## src/rtl/rxblock.sv

```systemverilog
// UART receiver on the 16x oversampling clock: start-edge detect, 2-of-3 mid-bit vote.
// Define RXBLOCK_PARITY_EN to add an even-parity bit between data and stop.
module rxblock #(
  parameter int DATA_BITS = 8,
  parameter int OVS       = 16
) (
  input  logic                 clk16,
  input  logic                 rst,
  input  logic                 serial_in,
  input  logic                 rx_en,
  output logic [DATA_BITS-1:0] paral_data,
  output logic                 rx_done,
  output logic                 frame_err,
  output logic                 parity_err,
  output logic                 rx_busy
);

  localparam logic [3:0] T_LAST = 4'(OVS - 1);
  localparam logic [3:0] T_S0   = 4'(OVS / 2 - 1);
  localparam logic [3:0] T_S1   = 4'(OVS / 2);
  localparam logic [3:0] T_S2   = 4'(OVS / 2 + 1);
  localparam logic [2:0] B_LAST = 3'(DATA_BITS - 1);

`ifdef RXBLOCK_PARITY_EN
  typedef enum logic [2:0] {
    IDLE, START, DATA, PARITY, STOP
  } state_t;
`else
  typedef enum logic [2:0] {
    IDLE, START, DATA, STOP
  } state_t;
`endif

  state_t               r_state, w_state;
  logic                 r_s1, r_s2, r_s3;
  logic [3:0]           r_tick, w_tick;
  logic [2:0]           r_bitcnt, w_bitcnt;
  logic [DATA_BITS-1:0] r_shreg, w_shreg;
  logic [DATA_BITS-1:0] r_data, w_data;
  logic [1:0]           r_samp, w_samp;
  logic                 r_done, w_done;
  logic                 r_ferr, w_ferr;
  logic                 w_fall;
  logic                 w_maj;

`ifdef RXBLOCK_PARITY_EN
  logic r_par, w_par;
  logic r_perr, w_perr;
`endif

  assign w_fall = ~r_s2 & r_s3;
  assign w_maj  = (r_samp[0] & r_samp[1]) |
                  (r_samp[0] & r_s2) |
                  (r_samp[1] & r_s2);

  // Synchronizer resets to the idle level so reset never looks like a start edge
  always_ff @(posedge clk16 or posedge rst) begin
    if (rst) begin
      r_s1 <= 1'b1;
      r_s2 <= 1'b1;
      r_s3 <= 1'b1;
    end else begin
      r_s1 <= serial_in;
      r_s2 <= r_s1;
      r_s3 <= r_s2;
    end
  end

  always_ff @(posedge clk16 or posedge rst) begin
    if (rst) begin
      r_state  <= IDLE;
      r_tick   <= '0;
      r_bitcnt <= '0;
      r_shreg  <= '0;
      r_data   <= '0;
      r_samp   <= '0;
      r_done   <= 1'b0;
      r_ferr   <= 1'b0;
`ifdef RXBLOCK_PARITY_EN
      r_par    <= 1'b0;
      r_perr   <= 1'b0;
`endif
    end else begin
      r_state  <= w_state;
      r_tick   <= w_tick;
      r_bitcnt <= w_bitcnt;
      r_shreg  <= w_shreg;
      r_data   <= w_data;
      r_samp   <= w_samp;
      r_done   <= w_done;
      r_ferr   <= w_ferr;
`ifdef RXBLOCK_PARITY_EN
      r_par    <= w_par;
      r_perr   <= w_perr;
`endif
    end
  end

  always_comb begin
    w_state  = r_state;
    w_tick   = r_tick + 4'd1;
    w_bitcnt = r_bitcnt;
    w_shreg  = r_shreg;
    w_data   = r_data;
    w_samp   = r_samp;
    w_done   = 1'b0;
    w_ferr   = 1'b0;
`ifdef RXBLOCK_PARITY_EN
    w_par    = r_par;
    w_perr   = 1'b0;
`endif
    if (r_tick == T_S0) w_samp[0] = r_s2;
    if (r_tick == T_S1) w_samp[1] = r_s2;

    unique case (r_state)
      IDLE: begin
        w_tick   = '0;
        w_bitcnt = '0;
        if (w_fall) w_state = START;
      end
      START: begin
        if (r_tick == T_S2 && w_maj) begin
          w_state = IDLE;
          w_tick  = '0;
        end else if (r_tick == T_LAST) begin
          w_state = DATA;
        end
      end
      DATA: begin
        if (r_tick == T_S2)
          w_shreg = {w_maj, r_shreg[DATA_BITS-1:1]};
        if (r_tick == T_LAST) begin
          if (r_bitcnt == B_LAST) begin
`ifdef RXBLOCK_PARITY_EN
            w_state = PARITY;
`else
            w_state = STOP;
`endif
          end else begin
            w_bitcnt = r_bitcnt + 3'd1;
          end
        end
      end
`ifdef RXBLOCK_PARITY_EN
      PARITY: begin
        if (r_tick == T_S2) w_par = w_maj;
        if (r_tick == T_LAST) w_state = STOP;
      end
`endif
      STOP: begin
        // Finish at mid-stop so a back-to-back start edge is not missed
        if (r_tick == T_S2) begin
          w_data  = r_shreg;
          w_done  = 1'b1;
          w_ferr  = ~w_maj;
`ifdef RXBLOCK_PARITY_EN
          w_perr  = ^{r_shreg, r_par};
`endif
          w_state = IDLE;
          w_tick  = '0;
        end
      end
      default: begin
        w_state = IDLE;
        w_tick  = '0;
      end
    endcase

    if (!rx_en) begin
      w_state  = IDLE;
      w_tick   = '0;
      w_bitcnt = '0;
      w_data   = r_data;
      w_done   = 1'b0;
      w_ferr   = 1'b0;
`ifdef RXBLOCK_PARITY_EN
      w_perr   = 1'b0;
`endif
    end
  end

  assign paral_data = r_data;
  assign rx_done    = r_done;
  assign frame_err  = r_ferr;
  assign rx_busy    = (r_state != IDLE);
`ifdef RXBLOCK_PARITY_EN
  assign parity_err = r_perr;
`else
  assign parity_err = 1'b0;
`endif

endmodule

```

## config.mk

```make
export PLATFORM = sky130hd
export DESIGN_NAME = rxblock
export DESIGN_NICKNAME = d
export VERILOG_FILES = /design/src/rtl/rxblock.sv
export SDC_FILE = /design/constraint.sdc
export NUM_CORES = 1
export LEC_CHECK = 0
export ABC_AREA = 1
export BUFFER_PORTS_ARGS = -buffer_cell sky130_fd_sc_hd__buf_4
export CORE_ASPECT_RATIO = 1.5
export CORE_MARGIN = 2
export CORE_UTILIZATION = 51
export DETAILED_ROUTE_END_ITERATION = 12
export HOLD_SLACK_MARGIN = 0.1
export MAX_ROUTING_LAYER = met4
export PLACE_DENSITY = 0.75
export SETUP_SLACK_MARGIN = 0.4
export SLEW_MARGIN = 0
export SYNTH_ARGS = -nofsm -noshare
export SYNTH_HDL_FRONTEND = slang
export SYNTH_SLANG_ARGS = --single-unit
```

## constraint.sdc

```tcl
create_clock -name clk16 -period 1.55 [get_ports clk16]
set_clock_uncertainty 0.2 [all_clocks]
set_input_delay 0.2325 -clock clk16 [delete_from_list [all_inputs] [get_ports clk16]]
set_output_delay 0.2325 -clock clk16 [all_outputs]
set_load 0.1 [all_outputs]
```

### After elaboration in Yosys (flattened, before gate mapping)

Cells that the tools add are included.

* div/mod/pow operators: 0
* shift-type cells: 0
* bitwise logic cells: 8
* muxes and demuxes: 22
* reductions and logical operators: 7
* $lt $le $gt $ge: 0
* add/subtract/negate cells: 2
* eq/ne operators: 15
* $mul: 0

Operator list (number)
* $mux 3: 10
* $ne 3x3->1 const B: 5
* $eq 4x4->1 const B: 3
* $mux 4: 3
* $pmux 3 s4: 1
* $pmux 4 s3: 1
* $eq 3x2->1 const B: 2
* $mux 1: 6
* $pmux 3 s2: 1
* $reduce_and 3->1: 2
* $reduce_and 5->1: 1
* $add 4x1->4 const B: 1
* $and 1x1->1: 4
* $eq 4x3->1 const B: 1
* $ne 4x4->1 const B: 1
* $add 3x1->3 const B: 1
* $eq 3x1->1 const B: 1
* $eq 3x3->1 const B: 1
* $logic_not 3->1: 1
* $ne 3x1->1 const B: 1
* $reduce_bool 3->1: 1
* $not 1->1: 2
* $or 1x1->1: 2
* $reduce_and 2->1: 1
* $logic_and 1x1->1: 1

* bits in latches: 0
* memories: 0
* register bits: 33
* ROM bits: 0
* input bits: 4
* bits in writable memories: 0
* word-level logic and storage cells: 66

### Longest topological paths before layout

* depth in word-level cells: 7
* gate-level depth with buffers: 10
* mapped depth without buffers: 10

### Worst setup path after synthesis

OpenSTA, ideal clock, no wires.

* path kind: register to output
* from: register r_state[0]
* to: output rx_busy
* setup slack: 0.011 ns
* buffers on the path: 0
* required time: 1.117 ns
* arrival: 1.106 ns
* stages on the path, launching flop included: 3
* cell sequence: dfrtp_1 > nor2_2 > inv_1

* cells in the longest elaborated chain, start to end: 1

RTL lines
* start: declaration: RTL line 34 `state_t r_state, w_state;`
* start signal: assignment: RTL line 84 `r_state <= w_state;`
* $reduce_bool 3->1: RTL line 185 `assign rx_busy = (r_state != IDLE);`
* end: declaration: RTL line 15 `output logic rx_busy`

Every way passes these cells.

### Worst setup path in the final report

* from: register r_state[1]
* to: register r_tick[2]

* cells in the longest elaborated chain, start to end: 3
* elaborated cells on any way between the ends: 5
* classes of those cells: 3 x eq/ne; 2 x mux

RTL lines
* $eq 3x2->1 or $eq 3x1->1 (tied branches): RTL line 115 `unique case (r_state)`
* $pmux 4 s3 *: RTL line 115
* $mux 4 *: RTL line 169 `if (!rx_en) begin`
* via w_tick[2]: RTL line 36 `logic [3:0] r_tick, w_tick;`
* end signal: assignment: RTL line 85 `r_tick <= w_tick;`
* end: declaration: RTL line 36

The timed path passes the listed nets; every way through them passes the cells marked *.
A chain may end at the register's enable or synchronous reset.

==> impl_metrics.env <==
export IMPL_setup_viol=11
export IMPL_final_max_slew_viol_count=0
export IMPL_final_util=0.872
export IMPL_worstPathMaxFanout=5
export IMPL_clock_root_cell="clkbuf_8"
export IMPL_clk_path_buf_depth=2
export IMPL_preCtsSetupSlack_ps=-38.5
export IMPL_ys_ff_latch=32
export IMPL_detail_route_wirelength_um=5160
export IMPL_synth_fp_nets=176
export IMPL_layout_drive_gt1_share=0.662
export IMPL_finalWeightedCongestion=0.927
export IMPL_postLayoutSetupSlackWorst_ps=-74.1
export IMPL_critPathKind="register to register"
export IMPL_design_final_nets=224
export IMPL_antenna_found_initial=0
export IMPL_commonest_non_fill_non_tap_cells_in_the_layout="buf_4, nand2_1, nand2_4"
export IMPL_clock_pin_slew_on_the_worst_setup_and_hold_paths_ps=70
export IMPL_fp_coreArea_um2=2910
export IMPL_drt_wirelength_per_cell_um=20.2
export IMPL_via_count_of_the_first_global_routing_pass=1416
export IMPL_max_cap_violations=0
export IMPL_irDropWorstVdd_mv=1.10
export IMPL_clock_fmax_mhz=616
export IMPL_grt_setup_unrepaired="yes"
export IMPL_groute_usage_overall=0.270
export IMPL_h_tree_depth=2
export IMPL_worstSkewPairLatency_ps=290
export IMPL_aggregate_global_routing_overflow=0
export IMPL_io_buffers=14
export IMPL_cts_sinks=32
export IMPL_initial_utilization=0.533
export IMPL_hold_viol_final=0
export IMPL_ys_types=24
export IMPL_clock_tree_from_tritoncts="yes"
export IMPL_cp_arrival_ps=1630
export IMPL_via_per_inst=5.44
export IMPL_ys_warnings_count=0
export IMPL_floorplan_die_area_um2=3510
export IMPL_grt_pass1_wl_um=6680
export IMPL_layout_commonest_cell="buf_4"
export IMPL_outcome="finished with violations"
export IMPL_chipWidth_um=49.1
export IMPL_crit_path_end_kind="register"
export IMPL_powerDensity_nw_per_um2=1060
export IMPL_min_period_ps=1620
export IMPL_chipHeight_um=71.6
export IMPL_layout_area_overhead_vs_synth_pct=63.6
export IMPL_floorplan_io_pins=16
export IMPL_syn_area_per_cell_um2=9.30
export IMPL_syn_area_um2=1550
export IMPL_tritoncts_num_buffers=5
export IMPL_p_leak_nw=1.08
export IMPL_drt_pre_antenna_iters=4
export IMPL_total_negative_slack_ps=-548
export IMPL_min_period_over_period=1.05
export IMPL_antennaDiodeCount=0
export IMPL_drt_initial_drc_count=37
export IMPL_drtAntennaViolNets=0
export IMPL_p_total_mw=2.70
export IMPL_worst_hold_path_type="input port to register"
export IMPL_violations="setup timing"
export IMPL_sequential_element_share_of_the_synthesized_area=0.518
export IMPL_num_vias=1388
export IMPL_route_detailed_drc=0
export IMPL_critical_path_startpoint_type="register"
export IMPL_netlist_instances=167
export IMPL_grt_max_degree=33
export IMPL_cp_data_required_time_ps=1550
export IMPL_std_cell_rows=24
export IMPL_hpwl_um=2100
==> metal layers <==
metal  routed length, µm  GRT usage  vias to the layer above
met1                1770      0.266                      696
met5                   0          -                        -
li1                    -          -                      611
met2                2880      0.486                       52
met3                 184     0.0521                       29
met4                 325      0.159                        0
==> critical path, stage by stage (launching register included) <==
cell,delay (ps)
dfrtp_2,430
buf_6,140
buf_4,150
nor2_2,190
nand2_1,100
nand2_1,90
nand2_2,80
nor3_2,150
==> report_power, final <==
part	switching [mW]	total, mW	internal (mW)
sequential	0.0680	0.964	0.896
combinational	0.718	1.12	0.401
clock	0.307	0.622	0.315
==> logic make-up after synthesis <==
family / share of synthesized area
other: 0.00242
DFF: 0.518
and+or+nand+nor: 0.226
adders and majority gates: 0.0403
xor gates and xnor gates: 0.00564
muxes: 0.00967
AOI/OAI and AO/OA: 0.109
buffers and inverters: 0.0894
==> cell type report <==
class / instances / area [µm²]
Clock inverter: 1 / 5.00
Inverter: 27 / 118
Timing Repair Buffer: 43 / 529
Clock buffer: 7 / 76.3
Sequential cell: 32 / 821
Tap cell: 39 / 48.8
Fill cell: 134 / 373
Multi-Input combinational cell: 106 / 942
==> Yosys cell counts, drive strengths merged <==
cell type / n / area, µm²
nor2: 14 / 72.6
a21oi: 3 / 15.0
inv: 27 / 101
nand2: 46 / 198
ha: 5 / 62.6
dfrtp: 29 / 726
nand3: 12 / 70.1
buf: 4 / 37.5
mux2: 1 / 15.0
xor2: 1 / 8.76
o21ai: 19 / 148
a31oi: 1 / 6.26
nor3: 1 / 10.0
conb: 1 / 3.75
dfstp: 3 / 78.8
==> through the flow <==
stage          instances  instance area (µm²)  hold WS [ps]
3_5_place_dp         221                 1760           145
6_report             255                 2540           141
5_1_grt              255                 2540           149
4_1_cts              242                 2240           131
3_3_place_gp         221                 1760           139
2_1_floorplan        167                 1600          37.0
==> final timing paths <==
check                            from    endpoint  slack (ps)  cells past startpoint
setup / recovery           r_state[1]   r_tick[2]         -70                      7
hold / removal                  rx_en  r_state[1]         140                      5
setup reg to reg           r_state[1]   r_tick[2]         -70                      7
hold reg to reg                  r_s1        r_s2         160                      0
max in group asynchronous         rst        r_s3         510                      4
min in group asynchronous         rst   r_samp[1]         370                      4
==> sequential cells by signal, indices dropped and copies added (netlist names) <==
signal / flops
r_s1: 1
paral_data: 8
r_state: 2
r_samp: 2
frame_err: 1
r_bitcnt: 3
r_s3: 1
rx_done: 1
r_s2: 1
r_tick: 4
r_shreg: 8
==> timing repair <==
item                                   4_1_cts  5_1_grt
setup buffers                               10       11
pin swaps                                   14       17
gates cloned                                 1        2
hold buffers                                 2        0
endpoints found under the hold margin       30        0
setup endpoints to repair                   40       72
gates resized for setup                     78       40
(Power assumes the default switching activity.)
